## src/rtl/serv_bus_pkg.sv

```systemverilog
// ----------------------------------------------------------------------------
// serv_bus_pkg
// Shared types and constants for the SERV ibus/dbus to Wishbone arbiter.
//   arb_state_t : arbiter FSM states
//   arb_grant_t : which master owns the slave bus
//   SEL_ALL     : byte-enable pattern used for instruction fetches
// ----------------------------------------------------------------------------
package serv_bus_pkg;

    typedef enum logic [1:0] {
        ARB_IDLE,
        ARB_BUSY,
        ARB_DONE
    } arb_state_t;

    typedef enum logic {
        GNT_IBUS,
        GNT_DBUS
    } arb_grant_t;

    localparam logic [3:0] SEL_ALL = 4'hF;

endpackage

```

## src/rtl/bus_timeout_timer.sv

```systemverilog
// ----------------------------------------------------------------------------
// bus_timeout_timer
// Saturating up-counter that flags a hung slave transaction.
//   clk       in  core clock
//   rst       in  asynchronous, active-high reset
//   clear_i   in  synchronous clear to zero (has priority over enable_i)
//   enable_i  in  count one per cycle while high
//   expired_o out high while enabled and the count has reached TIMEOUT-1
// TIMEOUT = 0 disables the timer: expired_o is then constantly low.
// ----------------------------------------------------------------------------
module bus_timeout_timer #(
    parameter int TIMEOUT = 1024
) (
    input  logic clk,
    input  logic rst,
    input  logic clear_i,
    input  logic enable_i,
    output logic expired_o
);

    localparam int CW = (TIMEOUT > 0) ? $clog2(TIMEOUT + 1) : 1;
    localparam logic [CW-1:0] CNT_MAX = '1;

    logic [CW-1:0] count_q;
    logic [CW-1:0] count_d;

    // Saturate rather than wrap so a stuck enable can never re-arm a
    // count that has already passed the terminal value.
    always_comb begin
        count_d = count_q;
        if (clear_i) begin
            count_d = '0;
        end else if (enable_i && (count_q != CNT_MAX)) begin
            count_d = count_q + 1'b1;
        end
    end

    always_ff @(posedge clk or posedge rst) begin
        if (rst) begin
            count_q <= '0;
        end else begin
            count_q <= count_d;
        end
    end

    generate
        if (TIMEOUT > 0) begin : g_timeout
            assign expired_o = enable_i && (count_q == CW'(TIMEOUT - 1));
        end else begin : g_no_timeout
            assign expired_o = 1'b0;
        end
    endgenerate

endmodule

```

## src/rtl/serv_bus_arbiter.sv

```systemverilog
// ----------------------------------------------------------------------------
// serv_bus_arbiter
// 2:1 round-robin arbiter merging the SERV instruction bus (read-only) and
// data bus onto one Wishbone slave bus. One outstanding transaction,
// registered request/response paths, bus-hang timeout.
//
// Ports
//   clk, rst                          core clock, async active-high reset
//   i_ibus_adr/cyc, o_ibus_rdt/ack    instruction fetch master
//   i_dbus_adr/dat/sel/we/cyc,
//   o_dbus_rdt/ack                    load/store master
//   o_cyc/stb/we/adr/dat/sel          slave request (cyc and stb identical)
//   i_dat, i_ack                      slave response
//   o_err                             pulses with the master ack of a
//                                     timed-out transaction
//
// state    | meaning
// ---------+---------------------------------------------------------------
// ARB_IDLE | no transaction; arbitrate the masters' cyc lines
// ARB_BUSY | slave cycle open, waiting for i_ack, timeout or master abort
// ARB_DONE | granted master's ack high for this one cycle; bus turnaround
// ----------------------------------------------------------------------------
module serv_bus_arbiter
    import serv_bus_pkg::*;
#(
    parameter int              ADDR_W   = 32,
    parameter int              DATA_W   = 32,
    parameter int              TIMEOUT  = 1024,
    parameter logic [DATA_W-1:0] ERR_DATA = 32'hDEADBEEF
) (
    input  logic              clk,
    input  logic              rst,

    input  logic [ADDR_W-1:0] i_ibus_adr,
    input  logic              i_ibus_cyc,
    output logic [DATA_W-1:0] o_ibus_rdt,
    output logic              o_ibus_ack,

    input  logic [ADDR_W-1:0] i_dbus_adr,
    input  logic [DATA_W-1:0] i_dbus_dat,
    input  logic [3:0]        i_dbus_sel,
    input  logic              i_dbus_we,
    input  logic              i_dbus_cyc,
    output logic [DATA_W-1:0] o_dbus_rdt,
    output logic              o_dbus_ack,

    output logic              o_cyc,
    output logic              o_stb,
    output logic              o_we,
    output logic [ADDR_W-1:0] o_adr,
    output logic [DATA_W-1:0] o_dat,
    output logic [3:0]        o_sel,
    input  logic [DATA_W-1:0] i_dat,
    input  logic              i_ack,
    output logic              o_err
);

    arb_state_t        state_q;
    arb_grant_t        grant_q;
    arb_grant_t        last_grant_q;
    arb_grant_t        grant_d;

    logic              cyc_q;
    logic              we_q;
    logic [ADDR_W-1:0] adr_q;
    logic [DATA_W-1:0] dat_q;
    logic [3:0]        sel_q;
    logic [DATA_W-1:0] ibus_rdt_q;
    logic [DATA_W-1:0] dbus_rdt_q;
    logic              ibus_ack_q;
    logic              dbus_ack_q;
    logic              err_q;

    logic              granted_cyc;
    logic              timer_expired;

    // Round robin only matters on a tie; otherwise the lone requester wins.
    always_comb begin
        grant_d = GNT_DBUS;
        if (i_ibus_cyc && i_dbus_cyc) begin
            grant_d = (last_grant_q == GNT_DBUS) ? GNT_IBUS : GNT_DBUS;
        end else if (i_ibus_cyc) begin
            grant_d = GNT_IBUS;
        end
    end

    assign granted_cyc = (grant_q == GNT_IBUS) ? i_ibus_cyc : i_dbus_cyc;

    bus_timeout_timer #(
        .TIMEOUT (TIMEOUT)
    ) u_timer (
        .clk       (clk),
        .rst       (rst),
        .clear_i   (state_q == ARB_IDLE),
        .enable_i  (state_q == ARB_BUSY),
        .expired_o (timer_expired)
    );

    always_ff @(posedge clk or posedge rst) begin
        if (rst) begin
            state_q      <= ARB_IDLE;
            grant_q      <= GNT_IBUS;
            last_grant_q <= GNT_DBUS;
            cyc_q        <= 1'b0;
            we_q         <= 1'b0;
            adr_q        <= '0;
            dat_q        <= '0;
            sel_q        <= '0;
            ibus_rdt_q   <= '0;
            dbus_rdt_q   <= '0;
            ibus_ack_q   <= 1'b0;
            dbus_ack_q   <= 1'b0;
            err_q        <= 1'b0;
        end else begin
            ibus_ack_q <= 1'b0;
            dbus_ack_q <= 1'b0;
            err_q      <= 1'b0;

            case (state_q)
                ARB_IDLE: begin
                    if (i_ibus_cyc || i_dbus_cyc) begin
                        grant_q      <= grant_d;
                        last_grant_q <= grant_d;
                        cyc_q        <= 1'b1;
                        state_q      <= ARB_BUSY;
                        if (grant_d == GNT_IBUS) begin
                            adr_q <= i_ibus_adr;
                            dat_q <= '0;
                            sel_q <= SEL_ALL;
                            we_q  <= 1'b0;
                        end else begin
                            adr_q <= i_dbus_adr;
                            dat_q <= i_dbus_dat;
                            sel_q <= i_dbus_sel;
                            we_q  <= i_dbus_we;
                        end
                    end
                end

                ARB_BUSY: begin
                    // An abandoning master gets no ack even if the slave
                    // answers in the same cycle: it is no longer listening.
                    if (!granted_cyc) begin
                        cyc_q   <= 1'b0;
                        state_q <= ARB_IDLE;
                    end else if (i_ack || timer_expired) begin
                        cyc_q   <= 1'b0;
                        err_q   <= !i_ack;
                        state_q <= ARB_DONE;
                        if (grant_q == GNT_IBUS) begin
                            ibus_rdt_q <= i_ack ? i_dat : ERR_DATA;
                            ibus_ack_q <= 1'b1;
                        end else begin
                            dbus_rdt_q <= i_ack ? i_dat : ERR_DATA;
                            dbus_ack_q <= 1'b1;
                        end
                    end
                end

                ARB_DONE: begin
                    state_q <= ARB_IDLE;
                end

                default: begin
                    cyc_q   <= 1'b0;
                    state_q <= ARB_IDLE;
                end
            endcase
        end
    end

    assign o_cyc      = cyc_q;
    assign o_stb      = cyc_q;
    assign o_we       = we_q;
    assign o_adr      = adr_q;
    assign o_dat      = dat_q;
    assign o_sel      = sel_q;
    assign o_ibus_rdt = ibus_rdt_q;
    assign o_ibus_ack = ibus_ack_q;
    assign o_dbus_rdt = dbus_rdt_q;
    assign o_dbus_ack = dbus_ack_q;
    assign o_err      = err_q;

endmodule

```

## config.mk

```make
export PLATFORM = sky130hd
export DESIGN_NAME = serv_bus_arbiter
export DESIGN_NICKNAME = d
export VERILOG_FILES = /design/src/rtl/serv_bus_pkg.sv /design/src/rtl/bus_timeout_timer.sv /design/src/rtl/serv_bus_arbiter.sv
export SDC_FILE = /design/constraint.sdc
export NUM_CORES = 1
export LEC_CHECK = 0
export CAP_MARGIN = 40
export CORE_MARGIN = 2
export CORE_UTILIZATION = 44
export CTS_BUF_LIST = sky130_fd_sc_hd__clkbuf_8
export CTS_CLUSTER_SIZE = 8
export DETAILED_ROUTE_END_ITERATION = 10
export GPL_ROUTABILITY_DRIVEN = 1
export PLACE_DENSITY = 0.93
export SKIP_LAST_GASP = 1
export SYNTH_ARGS = -nofsm -noshare
export SYNTH_HDL_FRONTEND = slang
export SYNTH_SLANG_ARGS = --single-unit
```

## constraint.sdc

```tcl
create_clock -name clk -period 5.91 [get_ports clk]
set_clock_uncertainty 0.2 [all_clocks]
set_input_delay 0.591 -clock clk [delete_from_list [all_inputs] [get_ports clk]]
set_output_delay 0.591 -clock clk [all_outputs]
set_load 0.02 [all_outputs]
```

Word-level counts from Yosys, hierarchy flattened
Cells that the tools add are included.

Flip-flop bits (word level): 152. Bits of input ports: 138. Output and inout port bits: 138. Logic and storage cells: 66.

Add/subtract/negate cells: 1. Eq/ne operators: 6. Mux-type cells: 30. Bitwise logic cells: 2. Reductions and logical operators: 13.

Operators with widths (count): $mux W32 (3); $mux W11 (2); $mux W1 (19); $add A11 B1 Y11 const B (1); $eq A11 B10 Y1 const B (1); $ne A11 B11 Y1 const B (1); $reduce_and A4 Y1 (2); $mux W2 (3); $mux W4 (1); $pmux W2 S2 (1); $reduce_and A2 Y1 (2); $logic_and A1 B1 Y1 (3); $ne A3 B3 Y1 const B (1); $pmux W1 S3 (1); $reduce_and A3 Y1 (1); $eq A2 B1 Y1 const B (1); $eq A2 B2 Y1 const B (1); $logic_not A2 Y1 (1); $logic_or A1 B1 Y1 (2); $ne A2 B2 Y1 const B (1); $not A1 Y1 (2); $reduce_bool A2 Y1 (1); $logic_not A1 Y1 (1).

Logic depth before layout (Yosys ltp)
Word-level depth: 6. Depth in mapped cells: 8. Mapped depth without buffers: 6.

Cells and area by module
A second synthesis with hierarchy kept.

Cells, all modules: 529. Area, all modules: 6259.8 µm².

By module, submodules not included: serv_bus_arbiter (instances 1, cells each 463, area each 5641.7 µm²); bus_timeout_timer (instances 1, cells each 66, area each 618.1 µm²).

Least setup slack after synthesis
Ideal clock, no wire load.

Path type: reg-to-reg. Start point: reg u_timer.count_q[0]. End point: reg dbus_rdt_q[15] (netlist: o_dbus_rdt[15]). Library setup time: 0.073 ns. Arrival time: 1.695 ns. Data required time: 5.637 ns. Setup slack: 3.942 ns. Cell stages (with the launch flop): 8. Path buffers: 1. Period minus slack after synthesis: 1.968 ns. Cells stage by stage: dfrtp_1 > ha_1 > nand3_1 > o41ai_4 > nand2_4 > inv_6 > buf_8 > a2bb2oi_2.

Longest elaborated chain between the ends: 4.

Ends and longest elaborated chain: from (decl) (RTL line bus_timeout_timer.sv:24) `logic [CW-1:0] count_q;`; from (signal assigned) (RTL line bus_timeout_timer.sv:42) `count_q <= count_d;`; $eq A11 B10 Y1 (RTL line bus_timeout_timer.sv:48) `assign expired_o = enable_i && (count_q == CW'(TIMEOUT - 1));`; $logic_and A1 B1 Y1 (RTL line bus_timeout_timer.sv:48); $logic_or A1 B1 Y1 (RTL line serv_bus_arbiter.sv:146) `end else if (i_ack || timer_expired) begin`; $reduce_and A4 Y1 (no line); to (signal assigned) (RTL line serv_bus_arbiter.sv:154) `dbus_rdt_q <= i_ack ? i_dat : ERR_DATA;`; to (decl) (RTL line serv_bus_arbiter.sv:69) `logic [DATA_W-1:0] dbus_rdt_q;`.

Every way passes these cells. A chain may end at the register's enable or synchronous reset.

Worst setup path in the final report
Start point: in i_ibus_cyc. End point: reg ibus_rdt_q[6] (netlist: o_ibus_rdt[6]).

Longest elaborated chain between the ends: 2.

Ends and longest elaborated chain: from (decl) (RTL line serv_bus_arbiter.sv:35) `input logic i_ibus_cyc,`; $mux W1 (RTL line serv_bus_arbiter.sv:87) `assign granted_cyc = (grant_q == GNT_IBUS) ? i_ibus_cyc : i_dbus_cyc;`; $reduce_and A4 Y1 (no line); to (signal assigned) (RTL line serv_bus_arbiter.sv:151) `ibus_rdt_q <= i_ack ? i_dat : ERR_DATA;`; to (decl) (RTL line serv_bus_arbiter.sv:68) `logic [DATA_W-1:0] ibus_rdt_q;`.

Every way passes these cells.

==> flow_metrics.tcl <==
set metrics [dict create \
    final_hold_viol_count 0 \
    clock_latency_ns 0.44 \
    synth_cells 490 \
    synth_nets 629 \
    hp-start "o_adr[27]" \
    synth-compound-area-share 0.222 \
    cts_tree "yes" \
    maxCapViolCount 0 \
    p_leak_nw 4.12 \
    synth.distinct_cells 45 \
    cts_root_buf "clkbuf_8" \
    gr-total-overflow 0 \
    min_path_cells 2 \
    ios 276 \
    whs_endpoint "o_adr[27]" \
    htreeDepth 4 \
    synthAdderAreaFrac 0.00199 \
    m1WireLength_um 7070 \
    yosysTopAreaCell "dfrtp_1" \
    setup_viol 0 \
    grt_pass1_wl_um 28100 \
    die_y_um 124 \
    grt_setup_unrepaired "no" \
    post_route_cells_drive_above_1_share 0.0966 \
    synth_top_flop_cell "dfrtp_1" \
    worstSetupPathType "in -> reg" \
    cp.arrival_ns 3.07 \
    finalCritPeriodShare 0.494 \
    wl_per_cell_um 19.1 \
    post-place-cells 915 \
    cp_max_fo 25 \
    core_area_um2 13900 \
    synth_warnings 0 \
    regToRegStartpoint "state_q[1]" \
    num_vias 5153 \
    rr_endpoint "o_ibus_rdt[6]" \
    ys_ff_latch 152 \
    yosys.area_share.simple 0.0768 \
    synth_edf_count 0 \
    worstRegToRegCells 6 \
    hpwlAfterDp_um 13400 \
    viasPerCell 5.45 \
    gp_congestion 0.908 \
    period_needed_ns 2.92 \
    diodes 0 \
    fin_cells 946 \
    drv_slew 0 \
    worst_pin_slew_ns 0.921 \
    grt_pass1_vias 5513 \
    synth_mux_area_frac 0.0525 \
    wl_met3_um 1130 \
    yosysSeqAreaShare 0.605 \
    cp-end-kind "flop" \
    cts_setup_buffers 0 \
    synth_top_family_by_area "compound AO/OA/AOI/OAI gates" \
    ir_drop_v 0.000394 \
    grt_usage 0.244 \
    remaining_drc_errors 0 \
    die_w_um 124 \
    synth.top_cell.area_share 0.601 \
    synth-xor-area-share 0 \
    routed.top_layer "met4" \
    grt_max_degree 98 \
    slew_headroom 0.386 \
    wirelength_um 18100 \
    antenna_found_initial 0 \
    synthTopCellsByCount "dfrtp_1, o21ai_0, nand2_1" \
    postRouteAntennaNets 0 \
    synthArstFlopShare 1.00 \
    worstHoldPathType "reg -> reg" \
    synth.cell_area_um2 6290 \
    yosys-top-cells-area "dfrtp_1, a2bb2oi_2, mux2i_1, a22o_1, a2bb2oi_1" \
    dieArea_um2 15300 \
    rrSetupSlack_ns 3.04 \
    status "completed" \
    p_per_area_nw_per_um2 546 \
    yosysMostFrequentCell "dfrtp_1" \
    crit_required_ns 6.06 \
    numClockSinks 152 \
    finish.utilization 0.686 \
    cts_resized 0 \
    numCtsBuffers 17 \
    drtIter0Drc 386 \
    max_freq_mhz 342 \
    power.total_w 0.00522 \
    firstDrtPassIters 5 \
    route.met2.wl_um 9160 \
    clockBufferDepth 2 \
    cts_hold_buf 0 \
    nets 893 \
    syn2layout_area_growth_pct 52.1 \
    start_kind "input pin" \
    avgSynthCellArea_um2 12.8 \
    initial_utilization 0.451 \
    hold_ws_ns 0.282 \
    portBuffers 275 \
    clkTransAtPathRegs_ns 0.07 \
    fp-row-count 43 \
    finalSetupTns_ns 0 \
]
-- layout make-up --
class,instances,area (µm²)
Clock buffer,20,275
Multi-Input combinational cell,294,2250
Tap cell,180,225
Sequential cell,152,3800
Inverter,7,41.3
Timing Repair Buffer,282,2810
Fill cell,925,4370
Clock inverter,11,155
-- report_power, final --
part	internal, W	switching [W]	leakage [nW]
logic	0.00126	0.00126	2.04
clock network	0.000486	0.000368	0.232
registers	0.00151	0.000328	1.85
total	0.00326	0.00196	4.12
-- how the worst max path moves through the flow --
stage                           from        endpoint  slack, ns  depth (start not counted)
after global placement    i_dbus_cyc       o_dat[14]       2.67                          6
after floorplan                  rst         grant_q       1.03                          1
after detailed placement  i_ibus_cyc  o_ibus_rdt[30]       2.56                          6
after CTS                 i_ibus_cyc   o_ibus_rdt[6]       3.04                          6
after global routing      i_ibus_cyc   o_ibus_rdt[6]       2.89                          6
final                     i_ibus_cyc   o_ibus_rdt[6]       2.99                          6
-- per-stage QoR --
stage          setup slack [ns]  instance area [µm²]
4_1_cts                    3.04                 9560
6_report                   2.99                 9560
5_1_grt                    2.89                 9560
2_1_floorplan              1.03                 6290
3_3_place_gp               2.67                 9110
3_5_place_dp               2.56                 9130
-- per-layer routing --
| layer | GRT usage | vias up |
|---|---|---|
| li1 | - | 2339 |
| met1 | 0.286 | 2503 |
| met2 | 0.414 | 259 |
| met3 | 0.0586 | 52 |
| met4 | 0.129 | 0 |
| met5 | 0 | - |
-- kinds of logic (layout without fill, tap and decap cells) --
kind of cell,after synthesis,after routing
AOI/OAI and AO/OA,157,157
DFF,152,152
and+or+nand+nor,103,103
buffers and inverters,44,320
muxes,33,33
adders and majority gates,1,1
-- flip-flops by register name (all words and copies together) (netlist names) --
name	cells
o_err	1
o_ibus_rdt	32
o_cyc	1
o_sel	4
o_dbus_ack	1
grant_q	1
o_ibus_ack	1
state_q	2
o_dat	32
u_timer.count_q	11
last_grant_q	1
o_adr	32
o_dbus_rdt	32
o_we	1
-- worst max-delay path: stages --
cell and delay (ns):
clkdlybuf4s50_1 0.64, nor3b_4 0.83, buf_4 0.39, nand2_4 0.14
clkinv_4 0.24, a2bb2oi_1 0.23
-- cells in the final DEF (no fill, tap or decap), types with 2 or more instances in the layout --
cell / n
clkdlybuf4s50_1: 275
dfrtp_1: 151
o21ai_0: 39
nand2_1: 38
nor2_1: 35
mux2i_1: 33
a22o_1: 33
a2bb2oi_2: 24
a2bb2oi_1: 24
clkbuf_8: 20
a32o_1: 16
nand3_1: 7
inv_1: 6
o22a_1: 5
buf_4: 5
nor4_1: 4
bufinv_16: 4
nor3_1: 3
o31ai_1: 3
o311ai_0: 3
clkinv_2: 3
nor2b_1: 2
and3_1: 2
nand2_4: 2
inv_6: 2
o21ai_4: 2
clkinv_4: 2
or2_2: 2
o21a_1: 2
o41ai_1: 2
(Power assumes the default switching activity.)
==> patch: new RTL, config.mk and constraints unchanged <==
The parameter `ERR_DATA` goes from 32'hDEADBEEF to 32'h80000000.
--- a/src/rtl/serv_bus_arbiter.sv
+++ b/src/rtl/serv_bus_arbiter.sv
@@ -28,3 +28,3 @@
     parameter int              TIMEOUT  = 1024,
-    parameter logic [DATA_W-1:0] ERR_DATA = 32'hDEADBEEF
+    parameter logic [DATA_W-1:0] ERR_DATA = 32'h80000000
 ) (
Check against the original RTL: no difference found for any inputs over 4 cycles, from zero or initial values and one cycle with rst high; that may be too few to reach the edited logic, so the function may still have changed.
==> patch against the unedited design <==
Final area fell by 2.0%. Sequential power fell by 4%. Area after synthesis fell by 2.3%. Power fell by 6.6%. Synthesized cell count fell by 2.7%. Sequential cell count did not move. Routed wire length fell by 6.4%. Setup slack improved by 0.37 ns. Critical endpoint is now o_dbus_rdt[31]. Largest cell class unchanged. Largest power group unchanged.
==> patch: results (changes against the unedited design) <==
Outcome
  – Outcome: complete, no violations

Synth
  – Unique masters post-synth: 46 (+2.2%)
  – Synth area leaders: dfrtp_1 61%, a32o_1 10%, mux2i_1 5.4%, a22o_1 4.7%, nand2_1 2.6%
  – Async S/R FF share, synth: 1.00 (unchanged)
  – Post-Syn Area: 6140 um^2 (-2.3%)
  – Post-synth top area share: 0.615 (+0.0141)
  – Commonest cells post-synth: 151 x dfrtp_1, 62 x a32o_1, 43 x nand2_1
  – Synth Net Count: 616 (-2.1%)
  – Avg Cell Area, Syn: 12.9 um^2 (+0.37%)
  – Register area share after synthesis: 0.619 (+0.0142)

Placed design
  – Post-DP Area: 8990 um^2 (-1.5%)
  – Placed Cells: 898 (-1.9%)
  – Final Wtd Congestion: 0.829 (-8.7%)
  – Place WS: 2.93 ns (+0.369 ns)
  – Placed wire-length estimate: 12000 um (-9.9%)

Detailed routing
  – Met3 WL post-DR: 1300 um (+14%)
  – Vias per cell: 5.57 (+2.2%)
  – Metal2 WL: 8970 um (-2.1%)
  – 1st-iter DRT viols: 398 (+3.1%)
  – Met1 WL: 6380 um (-9.8%)
  – Routed wire per std cell: 18.2 um (-4.8%)

Worst hold path
  – Hold Startpoint: o_adr[17]
  – WHS Endpoint: o_adr[17]

Cells and area
  – Footprint of the multi-input gates: 2110 um^2 (-6.4%)
  – FILL cells: 981 (+6.1%)
  – Layout cells sized above 1: 0.0667 (-0.0299)
  – # clk buffers: 18 (-10%)
  – Finished Layout Cells: 930 (-1.7%)
  – Non-clk buf share: 0.301 (+0.00699)
  – Final #Nets: 876 (-1.9%)
  – Clock Network Area Fraction: 0.0408 (-0.00416)
  – Multi-In Gates: 276 (-6.1%)
  – Non-clk invs: 8 (+1)
  – Fraction of area in registers: 0.406 (+0.00802)
  – Area delta synth->final: 52.6%

Worst setup path
  – FF-to-FF End: o_dbus_rdt[31]
  – R2R Path Start: u_timer.count_q[0]
  – Crit path max fanout: 32 (+28%)
  – Worst R2R Setup Slack: 3.36 ns (+0.32 ns)
  – Worst EP arrival: 2.66 ns (-0.41 ns)

STA
  – Worst hold slack: 0.290 ns (+0.00793 ns)
  – Worst rel slew slack: 0.360 (-0.0258)
  – Fmax achieved: 0.392 GHz (+15%)

Global route
  – Global Route met3 Usage: 0.0698 (+0.0112)
  – Met1 usage: 0.267 (-0.0195)
  – Vias in the first global route: 5080 (-7.9%)
  – M2 GR Usage: 0.397 (-0.0172)
  – Largest net degree at the start of global routing: 100 (+2.0%)
  – Initial antenna violation count: 0 (unchanged)
  – First-pass GRT wire length: 26000 um (-7.4%)

Pwr
  – Max IR drop VDD: 0.000269 V (-32%)
  – P_int: 3.03 mW (-7.1%)
## patch: critical path, stage by stage, from the launching register on
cell,delay [ns]
dfrtp_1,0.43
ha_1,0.24
nand3_1,0.27
nor4_4,0.11
o21ai_4,0.75
clkinv_1,0.23
a2bb2oi_1,0.18
## patch: power by group through the flow
stage	Sequential (mW)	Combinational [mW]	Clock, mW
finish	1.77	2.35	0.753
global route	1.82	2.50	0.816
CTS	1.77	2.37	0.774
detailed placement	1.77	2.37	0
global placement	1.75	2.28	0
floorplan	2.23	0.738	0
## patch: logic make-up (layout without fill, tap and decap cells)
family | count (synthesis) | count (layout) | synth area share
AO/OA/AOI/OAI | 159 | 159 | 0.214
flip-flops | 152 | 152 | 0.619
AND/OR/NAND/NOR | 83 | 83 | 0.0692
buffers and inverters | 49 | 322 | 0.0415
multiplexers | 33 | 33 | 0.0538
adder cells (fa/ha/maj) | 1 | 1 | 0.00204
